===== src/rtl/flash_ctrl_pkg.sv =====
// ----------------------------------------------------------------------------
// flash_ctrl_pkg
// Shared definitions for the flash clock/reset controller: controller state
// encoding, requester identifiers, counter widths and sequencing constants.
// ----------------------------------------------------------------------------
package flash_ctrl_pkg;

   localparam int CNT_W           = 8;   // wide enough for cfg_rst_len
   localparam int DIV_W           = 4;   // width of cfg_div
   localparam int WAKE_CYCLES     = 16;
   localparam int HANDOVER_CYCLES = 2;

   // Terminal counts: a phase of N cycles counts 0 .. N-1.
   localparam logic [CNT_W-1:0] WAKE_LAST     = CNT_W'(WAKE_CYCLES - 1);
   localparam logic [CNT_W-1:0] HANDOVER_LAST = CNT_W'(HANDOVER_CYCLES - 1);

   localparam logic [3:0] OEB_IDLE = 4'hF;

   typedef enum logic [2:0] {
      RST_HOLD,
      WAKE,
      IDLE,
      OWN_MGMT,
      OWN_HK,
      HANDOVER
   } state_t;

   typedef enum logic {
      SRC_MGMT,
      SRC_HK
   } src_t;

endpackage


===== src/rtl/flash_clk_div.sv =====
// ----------------------------------------------------------------------------
// flash_clk_div
// Divider producing the flash_clk level. The level toggles after every
// cfg_div+1 enabled cycles. The divide ratio is sampled only when the count
// reloads (on restart or on a toggle), so a cfg_div change never shortens
// or stretches a half-period already in progress.
//
// Ports
//   clk      block clock
//   rst      asynchronous reset, active-high
//   enable   advance the count this cycle; when low, count and level hold
//   restart  zero count and level, and sample cfg_div
//   cfg_div  half-period in clk cycles, minus 1
//   clk_lvl  divided clock level, starts low
// ----------------------------------------------------------------------------
module flash_clk_div
   import flash_ctrl_pkg::*;
(
   input  logic             clk,
   input  logic             rst,
   input  logic             enable,
   input  logic             restart,
   input  logic [DIV_W-1:0] cfg_div,
   output logic             clk_lvl
);

   logic [DIV_W-1:0] cnt_q;
   logic [DIV_W-1:0] div_q;

   // NOTE: sequential state uses non-blocking assignments so every register
   // samples pre-edge values regardless of statement order.
   always_ff @(posedge clk or posedge rst) begin
      if (rst) begin
         cnt_q   <= '0;
         div_q   <= '0;
         clk_lvl <= 1'b0;
      end else if (restart) begin
         cnt_q   <= '0;
         div_q   <= cfg_div;
         clk_lvl <= 1'b0;
      end else if (enable) begin
         if (cnt_q == div_q) begin
            cnt_q   <= '0;
            div_q   <= cfg_div;
            clk_lvl <= ~clk_lvl;
         end else begin
            cnt_q <= cnt_q + DIV_W'(1);
         end
      end
   end

endmodule


===== src/rtl/flash_clkrst_ctrl.sv =====
// ----------------------------------------------------------------------------
// flash_clkrst_ctrl
// Sequences the flash reset (hold, then wake-up delay), arbitrates flash
// ownership between the management (mgmt) and housekeeping (hk) requesters,
// and muxes the owner's chip-select, IO and divided clock to the pads.
//
// Ports
//   wb_clk_i, wb_rst_i        clock, asynchronous active-high reset
//   cfg_div                   flash_clk half-period in cycles, minus 1
//   cfg_rst_len               flash reset pulse length in cycles, minus 1
//   sw_rst                    one-cycle request to rerun the reset sequence
//   req_mgmt, req_hk          ownership requests, held while owning
//   gnt_mgmt, gnt_hk          ownership grants (one-hot or zero)
//   mgmt_*/hk_*               per-requester csb, clock enable, IO data, oeb
//   flash_csb/clk/rstn/do/oeb towards the pad buffers
//   busy                      high in every state except IDLE
// ----------------------------------------------------------------------------
module flash_clkrst_ctrl
   import flash_ctrl_pkg::*;
(
   input  logic             wb_clk_i,
   input  logic             wb_rst_i,
   input  logic [DIV_W-1:0] cfg_div,
   input  logic [CNT_W-1:0] cfg_rst_len,
   input  logic             sw_rst,
   input  logic             req_mgmt,
   input  logic             req_hk,
   output logic             gnt_mgmt,
   output logic             gnt_hk,
   input  logic             mgmt_csb,
   input  logic             hk_csb,
   input  logic             mgmt_clk_en,
   input  logic             hk_clk_en,
   input  logic [3:0]       mgmt_do,
   input  logic [3:0]       mgmt_oeb,
   input  logic [3:0]       hk_do,
   input  logic [3:0]       hk_oeb,
   output logic             flash_csb,
   output logic             flash_clk,
   output logic             flash_rstn,
   output logic [3:0]       flash_do,
   output logic [3:0]       flash_oeb,
   output logic             busy
);

   state_t           state_q, state_d;
   logic [CNT_W-1:0] cnt_q, cnt_d;
   src_t             last_q, last_d;
   logic [CNT_W-1:0] rst_len_q;
   logic [CNT_W-1:0] rst_len_eff;
   logic             fresh_q;
   logic             mgmt_act, hk_act;
   logic             own_state;
   logic             div_en;
   logic             div_lvl;

   // The hold after wb_rst_i uses the length present on the first clock
   // after release; a hold started by sw_rst uses the length sampled with it.
   assign rst_len_eff = fresh_q ? cfg_rst_len : rst_len_q;

   always_ff @(posedge wb_clk_i or posedge wb_rst_i) begin
      if (wb_rst_i) begin
         state_q   <= RST_HOLD;
         cnt_q     <= '0;
         last_q    <= SRC_HK;
         rst_len_q <= '0;
         fresh_q   <= 1'b1;
      end else begin
         state_q <= state_d;
         cnt_q   <= cnt_d;
         last_q  <= last_d;
         fresh_q <= 1'b0;
         if (fresh_q || sw_rst) begin
            rst_len_q <= cfg_rst_len;
         end
      end
   end

   // NOTE: every signal driven here gets a default first, so no path through
   // the case can leave one unassigned and infer a latch.
   always_comb begin
      state_d = state_q;
      cnt_d   = cnt_q;
      last_d  = last_q;
      if (sw_rst) begin
         state_d = RST_HOLD;
         cnt_d   = '0;
      end else begin
         case (state_q)
            RST_HOLD: begin
               if (cnt_q == rst_len_eff) begin
                  state_d = WAKE;
                  cnt_d   = '0;
               end else begin
                  cnt_d = cnt_q + CNT_W'(1);
               end
            end
            WAKE: begin
               if (cnt_q == WAKE_LAST) begin
                  state_d = IDLE;
                  cnt_d   = '0;
               end else begin
                  cnt_d = cnt_q + CNT_W'(1);
               end
            end
            IDLE: begin
               // On contention the requester not served last wins.
               if (req_mgmt && (!req_hk || last_q == SRC_HK)) begin
                  state_d = OWN_MGMT;
                  last_d  = SRC_MGMT;
               end else if (req_hk) begin
                  state_d = OWN_HK;
                  last_d  = SRC_HK;
               end
            end
            OWN_MGMT: begin
               if (!req_mgmt) begin
                  state_d = HANDOVER;
                  cnt_d   = '0;
               end
            end
            OWN_HK: begin
               if (!req_hk) begin
                  state_d = HANDOVER;
                  cnt_d   = '0;
               end
            end
            HANDOVER: begin
               if (cnt_q == HANDOVER_LAST) begin
                  state_d = IDLE;
                  cnt_d   = '0;
               end else begin
                  cnt_d = cnt_q + CNT_W'(1);
               end
            end
            default: begin
               state_d = RST_HOLD;
               cnt_d   = '0;
            end
         endcase
      end
   end

   // Ownership is qualified by the live request so a release drops the grant
   // and the pad outputs in the same cycle.
   assign mgmt_act  = (state_q == OWN_MGMT) && req_mgmt;
   assign hk_act    = (state_q == OWN_HK) && req_hk;
   assign own_state = (state_q == OWN_MGMT) || (state_q == OWN_HK);
   assign div_en    = (mgmt_act && mgmt_clk_en) || (hk_act && hk_clk_en);

   assign gnt_mgmt   = mgmt_act;
   assign gnt_hk     = hk_act;
   assign flash_rstn = (state_q != RST_HOLD);
   assign busy       = (state_q != IDLE);
   assign flash_clk  = (mgmt_act || hk_act) && div_lvl;

   always_comb begin
      flash_csb = 1'b1;
      flash_do  = 4'h0;
      flash_oeb = OEB_IDLE;
      if (mgmt_act) begin
         flash_csb = mgmt_csb;
         flash_do  = mgmt_do;
         flash_oeb = mgmt_oeb;
      end else if (hk_act) begin
         flash_csb = hk_csb;
         flash_do  = hk_do;
         flash_oeb = hk_oeb;
      end
   end

   // Held in restart outside the owner states, so the count and level are
   // already zero on the cycle ownership begins.
   flash_clk_div u_clk_div (
      .clk     (wb_clk_i),
      .rst     (wb_rst_i),
      .enable  (div_en),
      .restart (!own_state),
      .cfg_div (cfg_div),
      .clk_lvl (div_lvl)
   );

endmodule


===== config.mk =====
export PLATFORM = sky130hd
export DESIGN_NAME = flash_clkrst_ctrl
export DESIGN_NICKNAME = d
export VERILOG_FILES = /design/src/rtl/flash_ctrl_pkg.sv /design/src/rtl/flash_clk_div.sv /design/src/rtl/flash_clkrst_ctrl.sv
export SDC_FILE = /design/constraint.sdc
export NUM_CORES = 1
export LEC_CHECK = 0
export ABC_AREA = 1
export BUFFER_PORTS_ARGS = -buffer_cell sky130_fd_sc_hd__buf_2
export CORE_MARGIN = 8
export CORE_UTILIZATION = 25
export DETAILED_ROUTE_END_ITERATION = 16
export GPL_TIMING_DRIVEN = 0
export SYNTH_ARGS = -nofsm -noshare
export SYNTH_HDL_FRONTEND = slang
export SYNTH_HIERARCHICAL = 1
export SYNTH_SLANG_ARGS = --single-unit

===== constraint.sdc =====
create_clock -name wb_clk_i -period 1.9 [get_ports wb_clk_i]
set_clock_uncertainty 0.05 [all_clocks]
set_input_delay 0.19 -clock wb_clk_i [delete_from_list [all_inputs] [get_ports wb_clk_i]]
set_output_delay 0.19 -clock wb_clk_i [all_outputs]
set_load 0.01 [all_outputs]

* Yosys cells after proc, flatten, opt, wreduce, memory -nomap -nowiden
Cells that the tools add are included.
** Storage, ports and cells
- Memories :: 0
- Memory bits (writable) :: 0
- Output and inout bits :: 14
- Register bits after elaboration :: 30
- Memory bits (read-only) :: 0
- Input bits :: 37
- Bits in latches :: 0
** Operators by class
- Eq/ne operators :: 19
- Bitwise operators :: 2
- Reductions and logical operators :: 19
- Multiply operators :: 0
- Divide/modulo/power cells :: 0
- Mux-type cells :: 34
- Add/subtract/negate cells :: 2
- Magnitude comparators :: 0
- Shift-type cells :: 0
** Operators by type and width (number)
- $mux W8 :: 7
- $pmux W8 S6 :: 1
- $mux W4 :: 10
- $mux W3 :: 8
- $pmux W3 S6 :: 1
- $ne A3 B3 Y1 const B :: 5
- $add A8 B1 Y8 const B :: 1
- $eq A8 B1 Y1 const B :: 1
- $eq A8 B4 Y1 const B :: 1
- $eq A8 B8 Y1 :: 1
- $mux W1 :: 7
- $eq A3 B2 Y1 const B :: 2
- $eq A3 B3 Y1 const B :: 2
- $logic_and A1 B1 Y1 :: 6
- $reduce_and A3 Y1 :: 2
- $reduce_and A6 Y1 :: 1
- $logic_or A1 B1 Y1 :: 5
- $add A4 B1 Y4 const B :: 1
- $eq A4 B4 Y1 :: 1
- $ne A2 B1 Y1 const B :: 2
- $ne A4 B4 Y1 const B :: 1
- $eq A3 B1 Y1 const B :: 1
- $logic_not A3 Y1 :: 1
- $ne A3 B2 Y1 const B :: 1
- other kinds (6) :: 7

* Longest topological paths before layout
Gate-level depths: netlist of run 1.
- Word-level depth :: 6
- Depth in mapped cells :: 13
- Mapped depth without buffers :: 13

* Cells and area by module
Netlist of run 1, hierarchy kept.
** By module, submodules not included
- flash_clkrst_ctrl :: area each 1610.3 sq um, cells each 236, times used 1, seq. area each 528.0 sq um
- flash_clk_div :: area each 511.7 sq um, cells each 68, times used 1, seq. area each 225.2 sq um

* Least setup slack after synthesis of run 1
Ideal clock, no wire load.
- Path type :: flip-flop to flip-flop
- Start :: register state_q[2]
- End :: register u_clk_div.cnt_q[2]
- Stages on the path, launching flop included :: 11
- Path slack :: 42 ps
- Data arrival time :: 1731 ps
- Required time :: 1773 ps
- Period minus slack after synthesis :: 1858 ps
- Cells stage by stage :: dfrtp_1 -> buf_4 -> nor3_2 -> nand2_2 -> inv_1 -> a22o_1 -> nor2_4 -> clkinv_2 -> nand2_1 -> xor2_1 -> a21oi_1
** Between the ends
- Word-level cells in the longest chain between the ends :: 5
- Elaborated cells between the ends (all ways) :: 10
** RTL lines
- start: declaration :: line flash_clkrst_ctrl.sv:46 : state_t state_q, state_d;
- start signal: assignment :: line flash_clkrst_ctrl.sv:69 : state_q <= state_d;
- $eq A3 B2 Y1 :: line flash_clkrst_ctrl.sv:146 : assign mgmt_act = (state_q == OWN_MGMT) && req_mgmt;
- $logic_and A1 B1 Y1 :: line flash_clkrst_ctrl.sv:146
- via gnt_mgmt :: line flash_clkrst_ctrl.sv:28 : output logic gnt_mgmt,
- $logic_and A1 B1 Y1 :: line flash_clkrst_ctrl.sv:149 : assign div_en = (mgmt_act && mgmt_clk_en) || (hk_act && hk_clk_en);
- $logic_or A1 B1 Y1 :: line flash_clkrst_ctrl.sv:149
- via div_en :: line flash_clkrst_ctrl.sv:54 : logic div_en;
- $ne A2 B1 Y1 (no source line)
- end signal: assignment :: line flash_clk_div.sv:47 : cnt_q <= cnt_q + DIV_W'(1);
- end: declaration :: line flash_clk_div.sv:27 : logic [DIV_W-1:0] cnt_q;
The timed path passes the listed nets, and every way through them passes these cells.
A chain may end at the register's enable or synchronous reset.

* Worst setup path in the final report of run 1
- Start :: register state_q[1]
- End :: register u_clk_div.cnt_q[2]
** Between the ends
- Word-level cells in the longest chain between the ends :: 5
- Elaborated cells between the ends (all ways) :: 10
** RTL lines (line)
- $eq A3 B2 Y1 / $eq A3 B3 Y1 (equally long branches) :: flash_clkrst_ctrl.sv:146, flash_clkrst_ctrl.sv:147
- $logic_and A1 B1 Y1 (on tied branches) :: flash_clkrst_ctrl.sv:146, flash_clkrst_ctrl.sv:147
- $logic_and A1 B1 Y1 :: flash_clkrst_ctrl.sv:149
- $logic_or A1 B1 Y1 * :: flash_clkrst_ctrl.sv:149
- via div_en :: flash_clkrst_ctrl.sv:54
- $ne A2 B1 Y1 (no source line) *
The timed path passes the listed nets; every way through them passes the cells marked *.

==> impl_metrics.env, run 1 <==
export IMPL_synth_most_common_cell="nand2_1"
export IMPL_dieArea_um2=11700
export IMPL_synthSimpleGateAreaFrac=0.369
export IMPL_first_pass_iters=4
export IMPL_grt_overflow=0
export IMPL_finalWirelength_um=5440
export IMPL_max_slew_margin_rel=0.429
export IMPL_core_rowCount=33
export IMPL_synth_xor_area_frac=0.0289
export IMPL_setup_viol=0
export IMPL_gp_congestion=0.782
export IMPL_hold_viol_final=0
export IMPL_cts_sinks=30
export IMPL_yosys_top_cells_area="dfrtp_1 33%, nand2_1 19%, inv_1 7.8%"
export IMPL_synth_top_family_by_area="simple AND/OR/NAND/NOR gates"
export IMPL_clock_tree_root_cell="clkbuf_8"
export IMPL_die_w_um=108
export IMPL_ys_types=35
export IMPL_pin_count=51
export IMPL_wire_per_inst_um=11.5
export IMPL_n_antenna_cell=0
export IMPL_h_tree_depth=2
export IMPL_cts_clk_slew_worst_paths_ps=60
export IMPL_max_vdd_ir_drop_mv=0.237
export IMPL_vias=2070
export IMPL_ys_seq_area_frac=0.355
export IMPL_maxCapViolCount=0
export IMPL_p_per_area_nw_per_um2=674
export IMPL_crit_path_end_kind="flop"
export IMPL_rsz0062_at_grt="yes"
export IMPL_synthMuxAreaShare=0.0265
export IMPL_max_stage_delay_ps=420
export IMPL_tightest_slew_ps=856
export IMPL_crit_chain="inv_1, nor3_4, nand2_2, inv_2, a22o_1, nor2_4, clkinv_4, nand2_1, xor2_1, a21oi_1"
export IMPL_dp_slack_ps=-130
export IMPL_clkLatencyLatePin_ps=280
export IMPL_synth_edf_count=0
export IMPL_synth_compound_area_share=0.103
export IMPL_cts_tree="done"
export IMPL_dpl_cell_count=459
export IMPL_drtAntennaViolNets=0
export IMPL_layout_drive_gt1_share=0.280
export IMPL_synth_top_area_frac=0.330
export IMPL_synthArstFlopShare=1.00
export IMPL_total_power_w=0.00180
export IMPL_worstSetupStartpointType="flop"
export IMPL_viasPerCell=4.38
export IMPL_synth_ff_type="dfrtp_1"
export IMPL_n_fill_cell=889
export IMPL_post_synth_fa_ha_maj_area_fraction=0.0177
export IMPL_synth_seq_cells=30
export IMPL_cts_path_max_buffers=2
export IMPL_io_buffers=50
export IMPL_synth_cells=304
export IMPL_synth_area_um2=2120
export IMPL_grt_use_total=0.0936
export IMPL_grt_pass1_wl_um=8940
export IMPL_fin_ws_ps=98.6
export IMPL_drt_iter0_drc=125
export IMPL_initial_utilization=0.258
export IMPL_syn_area_per_cell_um2=6.98
export IMPL_grt_pass1_vias=1946
export IMPL_final_nets=408
export IMPL_leakagePower_nw=1.40
export IMPL_place_hpwl_um=4220
export IMPL_fin_crit_sh=0.948
export IMPL_multi_input_area_um2=1180
export IMPL_max_freq_ghz=0.555
export IMPL_layout_min_cycle_time_ps=1800
export IMPL_arrival_ps=1920
export IMPL_path_delay_family="simple AND/OR/NAND/NOR gates"
export IMPL_hp_class="in -> reg"
export IMPL_seqCellArea_um2=754
export IMPL_slew_violations=0
export IMPL_die_h_um=108
export IMPL_ys_warnings_count=6
export IMPL_final_cells=473
export IMPL_netlist_top_cells_count="105 x nand2_1, 44 x inv_1, 28 x dfrtp_1, 25 x nand3_1, 13 x o21ai_0"
export IMPL_worstPathRequired_ps=2020
export IMPL_syn2layout_area_growth_pct=25.6
export IMPL_slowest_stage="dfrtp_2"
export IMPL_grt_max_degree=22
export IMPL_drc=0
export IMPL_numCtsBuffers=5
export IMPL_yosys_area_top_type="dfrtp_1"
export IMPL_cp_num_buf_inv=3
export IMPL_status="complete, no violations"
export IMPL_core_um2=8220
export IMPL_synth_nets=344
export IMPL_cp_max_fo=9
export IMPL_antenna_found_initial=0
export IMPL_criticalPathCategory="reg -> reg"
## power breakdown
| group | internal (W) | total [W] | switching [W] |
|---|---|---|---|
| combinational | 0.000196 | 0.000525 | 0.000328 |
| clock | 0.000246 | 0.000500 | 0.000254 |
| sequential | 0.000707 | 0.000771 | 0.0000641 |
| total | 0.00115 | 0.00180 | 0.000647 |
## worst paths after layout
path / cells after the start / from / endpoint / slack (ps)
min reg2reg: 2 / rst_len_q[5] / rst_len_q[5] / 440
max: 10 / state_q[1] / u_clk_div/cnt_q[2] / 100
min: 3 / cfg_div[0] / u_clk_div/div_q[0] / 90
max reg2reg: 10 / state_q[1] / u_clk_div/cnt_q[2] / 100
max in group asynchronous: 3 / wb_rst_i / state_q[1] / 610
min in group asynchronous: 3 / wb_rst_i / u_clk_div/cnt_q[3] / 390
## cells in the final DEF, fill, tap and decap left out, types with 3 or more instances in the layout
cell	n
nand2_2	7
buf_4	8
xor2_1	7
o21ai_0	13
dfrtp_1	27
inv_2	6
mux2_2	5
nand2_1	104
inv_1	41
o22ai_1	4
a21oi_1	6
a22o_1	5
nand4_1	3
ha_1	3
buf_2	50
nor2_1	12
nor2_2	6
clkbuf_8	5
nand3_1	25
nand2_4	3
## area by class of cell
cell class                 instances  area share
buffer                             3     0.00986
timing repair buffer              57       0.115
tap                              105      0.0493
inverter                          48      0.0695
sequential                        30       0.283
clock inverter                     2     0.00376
clock buffer                       5      0.0258
multi-input combinational        223       0.444
## metrics by stage
step	setup TNS [ps]	instance area (um2)	hold WS [ps]	utilization
detailed placement	-281	2500	150	0.305
finish	0	2670	89.1	0.324
global route	-37.5	2670	84.8	0.324
global placement	-207	2500	149	0.305
CTS	0	2630	77.7	0.320
floorplan	0	2120	-32.1	-
## cells by family after synthesis
kind of cell               after synthesis
and+or+nand+nor                        171
buffers and inverters                   51
AOI/OAI and AO/OA                       36
DFF                                     30
xor gates and xnor gates                 7
muxes                                    5
adders and majority gates                3
other                                    1
## layer usage
layer  global-route usage  vias to the layer above  routed length, um
li1                     -                     1095                  -
met1                0.110                      948               2360
met2                0.166                       20               2870
met3               0.0214                        7                159
met4               0.0238                        0                 53
met5                    0                        -                  0
## what timing repair did
item | in CTS | in global routing
pin swaps | 2 | 2
cloned | 0 | 0
setup endpoints to repair | 11 | 15
gates resized for setup | 3 | 6
buffers inserted | 4 | 2
hold endpoints to repair | 9 | 0
hold buffers | 1 | 0
## sequential cells by signal (all words and copies together), names as in the netlist
| name | cells |
|---|---|
| cnt_q | 8 |
| rst_len_q | 8 |
| u_clk_div/cnt_q | 4 |
| u_clk_div/div_q | 4 |
| state_q | 3 |
| fresh_q | 1 |
| last_q | 1 |
| u_clk_div/clk_lvl | 1 |
## worst min-delay path: cells and delay by family
kind	cells	cell delay, ps
simple gates	2	120
buf+inv	1	70
(Power assumes the default switching activity.)
==> run 2, diff against run 1 <==
ABC_AREA = 0   (was 1)
RECOVER_POWER = 100   (was unset)
==> impl_metrics.env, run 2 <==
export IMPL_total_power_w=0.00233
export IMPL_grt_overflow=0
export IMPL_ys_warnings_count=6
export IMPL_leakagePower_nw=1.12
export IMPL_synth_cells=202
export IMPL_setup_viol=27
export IMPL_grt_max_degree=22
export IMPL_ys_seq_area_frac=0.397
export IMPL_core_rowCount=31
export IMPL_wire_per_inst_um=13.2
export IMPL_slew_violations=0
export IMPL_arrival_ps=2360
export IMPL_drtAntennaViolNets=0
export IMPL_gp_congestion=0.830
export IMPL_die_w_um=103
export IMPL_syn2layout_area_growth_pct=40.2
export IMPL_synth_area_um2=1900
export IMPL_fin_ws_ps=-304
export IMPL_largestRegisters="cnt_q x8, rst_len_q x8"
export IMPL_clock_tree_root_cell="clkbuf_8"
export IMPL_grt_pass1_wl_um=7730
export IMPL_yosys_top_cells_area="dfrtp_1 37%, mux2_2 7.1%, xnor2_1 5.5%"
export IMPL_synth_top_area_frac=0.369
export IMPL_grt_pass1_vias=1724
export IMPL_synth_most_common_cell="dfrtp_1"
export IMPL_die_h_um=103
export IMPL_antenna_found_initial=0
export IMPL_crit_path_end_kind="flop"
export IMPL_cts_path_max_buffers=2
export IMPL_tns_ps=-4520
export IMPL_io_buffers=49
export IMPL_clkLatencyLatePin_ps=280
export IMPL_numCtsBuffers=5
export IMPL_drt_iter0_drc=110
export IMPL_n_fill_cell=796
export IMPL_drc=0
export IMPL_worstSetupStartpointType="flop"
export IMPL_synth_seq_cells=30
export IMPL_core_um2=7290
export IMPL_stdcell_area_um2=2660
export IMPL_pin_count=51
export IMPL_p_per_area_nw_per_um2=874
export IMPL_synth_nets=242
export IMPL_dieArea_um2=10600
export IMPL_ys_types=45
export IMPL_dpl_cell_count=350
export IMPL_layout_drive_gt1_share=0.426
export IMPL_max_freq_ghz=0.454
export IMPL_synth_edf_count=0
export IMPL_violations="negative setup slack"
export IMPL_cts_sinks=30
export IMPL_viasPerCell=4.67
export IMPL_h_tree_depth=2
export IMPL_synthArstFlopShare=1.00
export IMPL_hp_class="in -> reg"
export IMPL_first_pass_iters=4
export IMPL_initial_utilization=0.260
export IMPL_criticalPathCategory="reg -> reg"
export IMPL_final_cells=376
export IMPL_yosys_area_top_type="dfrtp_1"
export IMPL_max_vdd_ir_drop_mv=0.550
export IMPL_finalWirelength_um=4970
export IMPL_vias=1756
export IMPL_synth_ff_type="dfrtp_1"
export IMPL_final_cell_mix="48 x buf_2, 25 x dfrtp_1, 15 x nand2_1, 15 x buf_4"
export IMPL_maxCapViolCount=0
export IMPL_tightest_slew_ps=833
export IMPL_grt_use_total=0.0905
export IMPL_worstPathRequired_ps=2050
export IMPL_n_antenna_cell=0
export IMPL_final_nets=316
export IMPL_final_common_cell="buf_2"
export IMPL_syn_area_per_cell_um2=9.40
export IMPL_place_hpwl_um=3610
export IMPL_cp_max_fo=9
export IMPL_netlist_top_cells_count="28 x dfrtp_1, 15 x nand2_1, 13 x a21oi_1, 13 x nor2_1"
export IMPL_hold_viol_final=0
export IMPL_max_slew_margin_rel=0.444
export IMPL_rsz0062_at_grt="yes"
export IMPL_cts_clk_slew_worst_paths_ps=70
export IMPL_status="complete, but fails checks"
export IMPL_cts_tree="done"
export IMPL_fin_crit_sh=1.16
export IMPL_placed_area_um2=2310
export IMPL_layout_min_cycle_time_ps=2200
==> run 2: final cells by class <==
type | instances | area [um2] | share of cell area
clock buffer | 6 | 82.6 | 0.0310
buffer | 8 | 67.6 | 0.0254
tap | 99 | 124 | 0.0465
clock inverter | 2 | 12.5 | 0.00470
timing repair buffer | 68 | 393 | 0.148
inverter | 9 | 41.3 | 0.0155
multi-input combinational | 154 | 1180 | 0.445
sequential | 30 | 757 | 0.284
==> run 2: final timing paths <==
check                             start            endpoint  slack, ps  cells past startpoint
max in group asynchronous      wb_rst_i            cnt_q[1]        670                      3
hold reg to reg            rst_len_q[0]        rst_len_q[0]        450                      1
setup reg to reg                fresh_q          state_q[0]       -300                      8
hold / removal                 req_mgmt              last_q         80                      2
setup / recovery                fresh_q          state_q[0]       -300                      8
min in group asynchronous      wb_rst_i  u_clk_div/div_q[3]        360                      3
==> run 2: cell families (layout without fill, tap and decap cells) <==
family,count (synthesis),after routing,synth area share
AOI/OAI and AO/OA,50,50,0.175
xor gates and xnor gates,12,12,0.0553
adders and majority gates,3,3,0.0198
buffers and inverters,18,93,0.0408
DFF,30,30,0.397
muxes,22,22,0.124
other,1,1,0.00197
and+or+nand+nor,66,66,0.187
==> run 2: timing repair <==
action	in CTS	in global routing
hold endpoints to repair	9	0
buffers inserted	2	16
pin swaps	2	10
gates resized for setup	15	29
hold buffers	1	0
setup endpoints to repair	18	23
==> run 2: per-stage QoR <==
stage / setup WS [ps] / hold WS, ps / util
after detailed placement: -304 / 133 / 0.317
final: -304 / 83.9 / 0.365
after floorplan: -93.4 / -32.1 / -
after CTS: -314 / 77.1 / 0.342
after global routing: -385 / 83.2 / 0.365
after global placement: -278 / 134 / 0.317
==> run 2: power breakdown <==
part / leakage (nW) / switching (W) / internal [W]
Combinational: 0.692 / 0.000507 / 0.000458
Clock: 0.0472 / 0.000246 / 0.000291
Sequential: 0.377 / 0.0000878 / 0.000737
==> run 2: critical path, cell delays in order (launching register included) <==
cell	delay (ps)
dfstp_2	550
buf_12	140
mux2i_4	240
xnor2_1	100
nor4_2	270
buf_4	170
a21oi_1	60
or4_1	420
a21oi_2	140
==> run 2: metal layers <==
layer	share of wire	track usage	up-vias
met5	0	0	-
met4	0.0084	0.0345	0
met3	0.027	0.0263	5
met2	0.51	0.145	21
met1	0.46	0.112	842
li1	-	-	888
==> run 3, diff against run 2 <==
ABC_AREA = unset   (was 0)
PLACE_DENSITY = 0.51   (was unset)
==> impl_metrics.env, run 3 (synthesis results as in run 2) <==
export IMPL_status="complete, but fails checks"
export IMPL_violations="negative setup slack"
export IMPL_antenna_found_initial=0
export IMPL_dp_slack_ps=-323
export IMPL_final_nets=303
export IMPL_clock_tree_root_cell="clkbuf_8"
export IMPL_wire_per_inst_um=14.0
export IMPL_drc=0
export IMPL_final_common_cell="buf_2"
export IMPL_drtAntennaViolNets=0
export IMPL_first_pass_iters=4
export IMPL_criticalPathCategory="reg -> reg"
export IMPL_grt_overflow=0
export IMPL_finalWirelength_um=5100
export IMPL_vias=1718
export IMPL_pin_count=51
export IMPL_slew_violations=0
export IMPL_worstPathRequired_ps=2070
export IMPL_p_per_area_nw_per_um2=938
export IMPL_worstSetupStartpointType="flop"
export IMPL_leakagePower_nw=1.07
export IMPL_syn2layout_area_growth_pct=37.8
export IMPL_dieArea_um2=10600
export IMPL_final_cell_mix="49 x buf_2, 25 x dfrtp_1, 15 x nand2_1, 12 x mux2_2"
export IMPL_initial_utilization=0.260
export IMPL_core_rowCount=31
export IMPL_setup_viol=18
export IMPL_viasPerCell=4.73
export IMPL_io_buffers=49
export IMPL_h_tree_depth=2
export IMPL_max_vdd_ir_drop_mv=0.384
export IMPL_place_hpwl_um=3760
export IMPL_arrival_ps=2350
export IMPL_grt_pass1_wl_um=8220
export IMPL_cts_tree="done"
export IMPL_core_um2=7290
export IMPL_total_power_w=0.00245
export IMPL_max_freq_ghz=0.458
export IMPL_grt_use_total=0.0971
export IMPL_die_w_um=103
export IMPL_gp_congestion=0.753
export IMPL_maxCapViolCount=0
export IMPL_whs_ps=83.4
export IMPL_hold_viol_final=0
export IMPL_n_antenna_cell=0
export IMPL_largestRegisters="cnt_q x8, rst_len_q x8"
export IMPL_grt_pass1_vias=1766
export IMPL_grt_max_degree=22
export IMPL_clkLatencyLatePin_ps=290
export IMPL_fin_crit_sh=1.15
export IMPL_die_h_um=103
export IMPL_drt_iter0_drc=67
export IMPL_tightest_slew_ps=842
export IMPL_layout_min_cycle_time_ps=2180
export IMPL_crit_path_end_kind="flop"
export IMPL_cts_clk_slew_worst_paths_ps=70
export IMPL_cp_max_fo=9
export IMPL_layout_drive_gt1_share=0.424
export IMPL_cts_sinks=30
export IMPL_rsz0062_at_grt="yes"
export IMPL_fin_ws_ps=-284
export IMPL_cts_path_max_buffers=2
export IMPL_max_slew_margin_rel=0.438
export IMPL_tns_ps=-2340
export IMPL_numCtsBuffers=5
export IMPL_hp_class="in -> reg"
## run 3: final cells by class
| class | count | area, um2 |
|---|---|---|
| Fill cell | 797 | 4670 |
| Sequential cell | 30 | 757 |
| Tap cell | 99 | 124 |
| Inverter | 9 | 36.3 |
| Clock buffer | 5 | 68.8 |
| Buffer | 6 | 55.1 |
| Timing Repair Buffer | 57 | 319 |
| Multi-Input combinational cell | 154 | 1210 |
| Clock inverter | 3 | 45.0 |
## run 3: path summary, 6_finish.rpt
check	start	endpoint	slack (ps)	depth (start not counted)
worst max-delay path	fresh_q	state_q[0]	-280	8
worst min-delay path	cfg_div[0]	u_clk_div/div_q[0]	80	2
worst max register to register	fresh_q	state_q[0]	-280	8
worst min register to register	rst_len_q[3]	rst_len_q[3]	460	1
max in group asynchronous	wb_rst_i	cnt_q[4]	670	3
min in group asynchronous	wb_rst_i	u_clk_div/cnt_q[3]	350	3
## run 3: repair_timing
item | in CTS | in global routing
endpoints found under the setup margin | 19 | 27
setup buffers | 7 | 2
gates resized for setup | 26 | 9
hold buffers | 1 | 0
pin swaps | 9 | 0
endpoints found under the hold margin | 9 | 0
## run 3: power breakdown
part | internal, W | total (W) | switching [W]
logic | 0.000448 | 0.000970 | 0.000522
clock network | 0.000390 | 0.000657 | 0.000267
registers | 0.000733 | 0.000827 | 0.0000943
## run 3: layer usage
metal	GRT usage	wire length, um	share of wire	up-vias
met2	0.152	2540	0.50	32
met3	0.0189	123	0.024	7
met4	0.0478	103	0.020	0
li1	-	-	-	854
met5	0	0	0	-
met1	0.124	2340	0.46	825
## run 3: stage by stage
| stage | util | area [um2] | instances |
|---|---|---|---|
| finish | 0.359 | 2620 | 363 |
| floorplan | - | 1950 | 202 |
| CTS | 0.350 | 2550 | 362 |
| detailed placement | 0.317 | 2310 | 350 |
| global route | 0.359 | 2620 | 363 |
| global placement | 0.317 | 2310 | 350 |
## run 3: critical path, stage by stage (launching register included)
cell     delay [ps]
dfstp_2         550
buf_12          140
mux2i_2         230
xnor2_1         100
nor4_2          250
buf_4           180
a21oi_1          70
or4_1           420
a21oi_2         130
